$ cat config.mk
export PLATFORM = sky130hd
export DESIGN_NAME = rej_uniform_sampler
export DESIGN_NICKNAME = d
export VERILOG_FILES = /design/src/rtl/rej_uniform_sampler.sv
export SDC_FILE = /design/constraint.sdc
export NUM_CORES = 2
export LEC_CHECK = 0
export ABC_AREA = 1
export CORE_AREA = 3 3 646 648
export CTS_CLUSTER_DIAMETER = 30
export CTS_CLUSTER_SIZE = 12
export DETAILED_ROUTE_END_ITERATION = 10
export DIE_AREA = 0 0 649 651
export PLACE_DENSITY_LB_ADDON = 0.1
export RECOVER_POWER = 25
export SLEW_MARGIN = 10
export SYNTH_ARGS = -nofsm -noshare
export SYNTH_HDL_FRONTEND = slang
export SYNTH_SLANG_ARGS = --single-unit
export TNS_END_PERCENT = 5
$ cat constraint.sdc
create_clock -name clk -period 71.7 [get_ports clk]
set_input_delay 10.755 -clock clk [delete_from_list [all_inputs] [get_ports clk]]
set_output_delay 10.755 -clock clk [all_outputs]
set_load 0.02 [all_outputs]
$ cat src/rtl/rej_uniform_sampler.sv
// Rejection sampler: turns squeezed SHAKE128 blocks into N coefficients in [0, Q)
// by reading 3-byte little-endian candidates with bit 23 masked off.
module rej_uniform_sampler #(
    parameter int Q          = 8380417,
    parameter int N          = 256,
    parameter int RATE_BYTES = 168
) (
    input  logic          clk,
    input  logic          rst,
    input  logic          start,
    input  logic          blk_valid,
    input  logic [1599:0] blk_data,
    output logic          blk_req,
    output logic          coef_valid,
    output logic [22:0]   coef_data,
    output logic [7:0]    coef_idx,
    output logic          busy,
    output logic          done
);
    localparam int BUF_W   = RATE_BYTES * 8;
    localparam int TRIPLES = RATE_BYTES / 3;
    localparam int TC_W    = $clog2(TRIPLES);
    localparam int CNT_W   = $clog2(N + 1);
    localparam logic [22:0]      Q_V      = 23'(Q);
    localparam logic [TC_W-1:0]  TC_LAST  = TC_W'(TRIPLES - 1);
    localparam logic [CNT_W-1:0] CNT_LAST = CNT_W'(N - 1);

    typedef enum logic [1:0] {IDLE, WAIT_BLK, PARSE} state_t;

    state_t           state_q, state_d;
    logic [CNT_W-1:0] cnt_q, cnt_d;
    logic [TC_W-1:0]  tc_q, tc_d;
    logic [BUF_W-1:0] buf_q;
    logic             buf_load;
    logic             blk_req_d, coef_valid_d, done_d;
    logic [22:0]      coef_data_d;
    logic [7:0]       coef_idx_d;
    logic [22:0]      cand;
    logic             accept;

    // Bytes beyond the rate are capacity and never reach the sampler.
    logic unused_capacity;
    assign unused_capacity = ^blk_data[1599:BUF_W];

    assign cand   = buf_q[int'(tc_q) * 24 +: 23];
    assign accept = (cand < Q_V);
    assign busy   = (state_q != IDLE);

    always_comb begin
        state_d      = state_q;
        cnt_d        = cnt_q;
        tc_d         = tc_q;
        buf_load     = 1'b0;
        blk_req_d    = 1'b0;
        coef_valid_d = 1'b0;
        done_d       = 1'b0;
        coef_data_d  = coef_data;
        coef_idx_d   = coef_idx;
        case (state_q)
            IDLE: begin
                if (start) begin
                    state_d   = WAIT_BLK;
                    cnt_d     = '0;
                    blk_req_d = 1'b1;
                end
            end
            WAIT_BLK: begin
                if (blk_valid) begin
                    buf_load = 1'b1;
                    tc_d     = '0;
                    state_d  = PARSE;
                end
            end
            PARSE: begin
                if (accept) begin
                    coef_valid_d = 1'b1;
                    coef_data_d  = cand;
                    coef_idx_d   = cnt_q[7:0];
                    cnt_d        = cnt_q + 1'b1;
                end
                // Finishing the polynomial wins over refilling; leftover triples are dropped.
                if (accept && cnt_q == CNT_LAST) begin
                    done_d  = 1'b1;
                    state_d = IDLE;
                end else if (tc_q == TC_LAST) begin
                    state_d   = WAIT_BLK;
                    blk_req_d = 1'b1;
                end else begin
                    tc_d = tc_q + 1'b1;
                end
            end
            default: state_d = IDLE;
        endcase
    end

    always_ff @(posedge clk or posedge rst) begin
        if (rst) begin
            state_q    <= IDLE;
            cnt_q      <= '0;
            tc_q       <= '0;
            buf_q      <= '0;
            blk_req    <= 1'b0;
            coef_valid <= 1'b0;
            coef_data  <= '0;
            coef_idx   <= '0;
            done       <= 1'b0;
        end else begin
            state_q    <= state_d;
            cnt_q      <= cnt_d;
            tc_q       <= tc_d;
            blk_req    <= blk_req_d;
            coef_valid <= coef_valid_d;
            coef_data  <= coef_data_d;
            coef_idx   <= coef_idx_d;
            done       <= done_d;
            if (buf_load) begin
                buf_q <= blk_data[BUF_W-1:0];
            end
        end
    end

endmodule

* Word level (Yosys, flattened, before mapping)
Cells that the tools add are included.
** Storage, ports and cells
- Bits in registers :: 1395
- Bits in latches :: 0
- RAM bits :: 0
- ROM bits :: 0
- Input bits :: 1604
- Memories :: 0
** Operators by class
- Add/subtract/negate cells :: 2
- Multiply operators :: 1
- Div/mod/pow operators :: 0
- Magnitude comparators :: 1
- Eq/ne operators :: 10
- Shifts and indexed selects :: 1
- Mux-type cells :: 22
- Bitwise operators :: 0
- Reductions and logical operators :: 9
** Operator list (count)
- variable part select 1344 x 12 -> 23 bit :: 1
- < comparator 23 bit (second input constant) :: 1
- two-way mux 6 bit :: 3
- two-way mux 9 bit :: 2
- one-hot mux 9 bit (2 select lines) :: 1
- one-hot mux 6 bit (2 select lines) :: 1
- != test 2 bit (second input constant) :: 5
- adder 9 x 1 -> 9 bit (second input constant) :: 1
- == test 9 x 8 -> 1 bit (second input constant) :: 1
- two-way mux 1 bit :: 9
- multiplier 6 x 2 -> 8 bit (second input constant) :: 1
- two-way mux 2 bit :: 4
- adder 6 x 1 -> 6 bit (second input constant) :: 1
- == test 6 bit (second input constant) :: 1
- one-hot mux 2 bit (3 select lines) :: 1
- AND reduction 3 bit :: 2
- nonzero test 2 bit :: 3
- AND reduction 4 bit :: 1
- != test 3 bit (second input constant) :: 1
- == test 2 x 1 -> 1 bit (second input constant) :: 1
- == test 2 bit (second input constant) :: 1
- logical NOT 2 bit :: 1
- one-hot mux 1 bit (2 select lines) :: 1
- AND reduction 2 bit :: 1
- logical AND 1 bit :: 1

* Depth between registers and ports, before layout
- Depth after elaboration :: 6
- Gate-level depth with buffers :: 23
- Gate-level depth less buffers :: 20

* Least setup slack after synthesis
No wires, ideal clock.
- Path kind :: input to register
- Start :: input port blk_valid
- End :: register buf_q[1002]
- Setup time :: 0.125 ns
- Arrival time :: 12.152 ns
- Data required time :: 71.575 ns
- Setup slack :: 59.423 ns
- Stages :: 5
- Path buffers :: 3
- Path through :: nand3_1 -> clkbuf_1 -> clkbuf_1 -> clkbuf_1 -> mux2_2
** On the way
- Word-level cells in the longest chain between the ends :: 2
** Ends and longest elaborated chain
- start: declaration :: line 11 : input logic blk_valid,
- two-way mux 1 bit :: line 68 : if (blk_valid) begin
- two-way mux 1 bit :: line 59 : case (state_q)
- end signal: assignment :: line 117 : buf_q <= blk_data[BUF_W-1:0];
- end: declaration :: line 33 : logic [BUF_W-1:0] buf_q;
No other way between the ends.
A chain may end at the register's enable or synchronous reset.

* Worst setup path in the final report
- Start :: input port blk_valid
- End :: register buf_q[284]
Same word-level chain as after synthesis.

==> results.toml <==
[synth]
synthFlopType = "dfrtp_1"
synth-compound-area-share = 0.0490
ys_seq_elements = 1339
ys_types = 34
syn_inst = 6480
async_reset_ff_frac = 1.00
syn-num-nets = 8087
synth_area_per_cell_um2 = 9.72
synthTopCellsByCount = "1,339 x dfrtp_1, 1,290 x nand2_1, 1,032 x mux2_2, 755 x nand3_1, 702 x nor2_1"
yosysTopAreaCellShare = 0.532
synth_area_um2 = 63000
synth-simple-area-share = 0.182
synth_top_family_by_area = "multiplexers"
synth_seq_area_share = 0.532
synth_edf_count = 0
synthAdderAreaFrac = 0.000596
ys_warn_count = 0
synthMuxAreaShare = 0.185
yosys.area_share.xor_xnor = 0.000973
synth_area_leader_cell = "dfrtp_1"
synth_most_common_cell = "dfrtp_1"
synthTopCellsByArea = "dfrtp_1 53%, mux2_2 18%, nand2_1 7.7%, nand3_1 6.0%, nor2_1 4.2%"

[critical_path]
worst_ep_arrival_time_ns = 25.22
crit_path_end_kind = "flop"
cp-start-kind = "primary input"
crit_fanout = 170
cp.required_ns = 72.45
path_class = "primary input to flop"
ff2ff_setup_slack_ns = 56.38

[clocking]
clk_path_buf_depth = 4
clk_pin_slew_worst_paths_ns = 0.04
cts_root_buffer = "clkbuf_16"
tritoncts = "built"
post_cts_buffers = 0
cts_resized = 0
clock-sinks = 1339
cts_htree_levels = 5
cts_buffers = 484
cts_hold_buf = 0
insertion_delay_ns = 0.95

[timing]
fin_crit_sh = 0.341
tns_ns = 0
relSlewSlack = -5.75
max_freq_mhz = 40.9
drv_slew = 1122
skew_ns = 0.0816
grt_setup_unrepaired = "no"
worst_slew_pin_slew_ns = 10.13
fin_hold_ws_ns = 0.477
finalCriticalPeriod_ns = 24.46
finalHoldViolCount = 0
setup_violations = 0

[status]
violations = "max-capacitance violations, max-slew violations"
status = "complete, but fails checks"

[layout]
final_nets = 9546
drive_gt1_frac = 0.228
fill_cells = 44600
area_delta_synth_final_pct = 55.8

[power_and_ir_drop]
p_int_w = 0.00315
p_leak_nw = 42.1
combPwrFrac = 0.318
seqPwrFrac = 0.271
p_switching_w = 0.00170
vdd_drop_max_mv = 0.0243
swShare = 0.351
clockPowerShare = 0.411
p_per_area_nw_per_um2 = 49.4

[grt]
grt_overflow = 0
grt_pass1_wl_um = 499000
track_usage = 0.170
grt_max_degree = 171
grt_pass1_vias = 58000
antenna_found_initial = 368

[die]
die_y_um = 651
start_util = 0.153
ios = 1639
rows = 236
dieArea_um2 = 422000
core-area_um2 = 413000
dieWidth_um = 649

[flow_run]
max-cap-violations = 19

[routing]
top_layer = "met5"
via_count = 55000
wl_per_cell_um = 26.5
ant_nets = 0
drt_wl_total_um = 368000
drt_iter0_drc = 3054
remaining_drc_errors = 0
drt_pass1_iterations = 7
routed_via_density = 3.96
wl_met1_um = 151000
wl_met3_um = 28000
wl_met2_um = 176000

[hold_path]
hold_path_class = "flop to flop"

[place]
portBuffers = 1326
place.gp.congestion = 0.791
dp_hpwl_um = 273000
## sequential cells by signal (all words and copies together), names as in the netlist, 2 cells and up
register / flops
coef_data: 23
coef_idx: 8
tc_q: 6
cnt_q: 9
state_q: 2
buf_q: 1288
## worst max-delay path: stages
cell and delay [ns]:
dlygate4sd3_1 0.57, nand3_1 1.48, clkbuf_1 7.16, buf_4 1.46, buf_4 0.61, buf_4 0.77
buf_4 0.82, buf_4 0.77, mux2_2 0.41
## area by class of cell
type	instances	area [um^2]	area share
Antenna cell	105	263	0.00268
Clock buffer	758	14700	0.150
Clock inverter	120	1220	0.0124
Inverter	291	1130	0.0115
Multi-Input combinational cell	4393	26200	0.267
Sequential cell	1339	33500	0.342
Tap cell	5474	6850	0.0698
Timing Repair Buffer	1430	14200	0.144
## cells in the final DEF (no fill, tap or decap), types with 4 or more instances in the layout
cell                n
a21oi_1           269
buf_12             13
buf_4              75
bufinv_16           5
clkbuf_1          133
clkbuf_16         486
clkbuf_8          155
clkdlybuf4s50_1  1324
clkinv_16          16
clkinv_2           89
clkinv_8            4
dfrtp_1          1334
dfrtp_4             4
diode_2           105
inv_1             283
inv_6               5
mux2_2           1032
nand2_1          1293
nand3_1           755
nand4_1             7
nor2_1            701
nor3_1              9
o211ai_1           60
o21ai_0           206
o21ai_1            23
o221ai_1           11
o22ai_1             4
or2_2               4
xor2_1              7
## per-stage QoR
step	setup slack [ns]	power (W)	util	std cells	instance area [um^2]
after floorplan	23.20	0.00225	-	6480	63000
after global placement	54.32	0.00289	0.199	12900	82000
after detailed placement	54.29	0.00291	0.199	12900	82000
after CTS	55.25	0.00495	0.238	13800	98000
after global routing	46.00	0.00517	0.237	13800	98000
final	47.24	0.00485	0.238	13900	98100
## cells by family (layout without fill, tap and decap cells)
logic type | after synthesis | after routing
adders and majority gates | 3 | 3
muxes | 1032 | 1032
other | 0 | 105
and+or+nand+nor | 2776 | 2776
buffers and inverters | 748 | 2599
AOI/OAI and AO/OA | 575 | 575
DFF | 1339 | 1339
xor gates and xnor gates | 7 | 7
## per-layer routing
metal / track usage / vias to the layer above
li1: - / 24900
met1: 0.202 / 26900
met2: 0.286 / 2002
met3: 0.0581 / 989
met4: 0.0504 / 238
met5: 0 / -
## power by group through the flow
| stage | logic (W) | clock network (W) | registers, W |
|---|---|---|---|
| 6_report | 0.00154 | 0.00199 | 0.00131 |
| 3_3_place_gp | 0.00158 | 0 | 0.00131 |
| 4_1_cts | 0.00160 | 0.00204 | 0.00131 |
| 3_5_place_dp | 0.00159 | 0 | 0.00132 |
| 5_1_grt | 0.00172 | 0.00208 | 0.00136 |
| 2_1_floorplan | 0.000965 | 0 | 0.00128 |
## worst paths after layout
| check | end | startpoint | cells past startpoint |
|---|---|---|---|
| worst max-delay path | buf_q[284]$_DFFE_PP0P_ | blk_valid | 9 |
| worst min-delay path | coef_data[5]$_DFFE_PP0P_ | coef_data[5]$_DFFE_PP0P_ | 2 |
| worst max register to register | coef_data[14]$_DFFE_PP0P_ | tc_q[0]$_DFFE_PP0P_ | 20 |
| worst min register to register | coef_data[5]$_DFFE_PP0P_ | coef_data[5]$_DFFE_PP0P_ | 2 |
| max in group asynchronous | buf_q[175]$_DFFE_PP0P_ | rst | 6 |
| min in group asynchronous | buf_q[726]$_DFFE_PP0P_ | rst | 2 |
(Power assumes the default switching activity.)
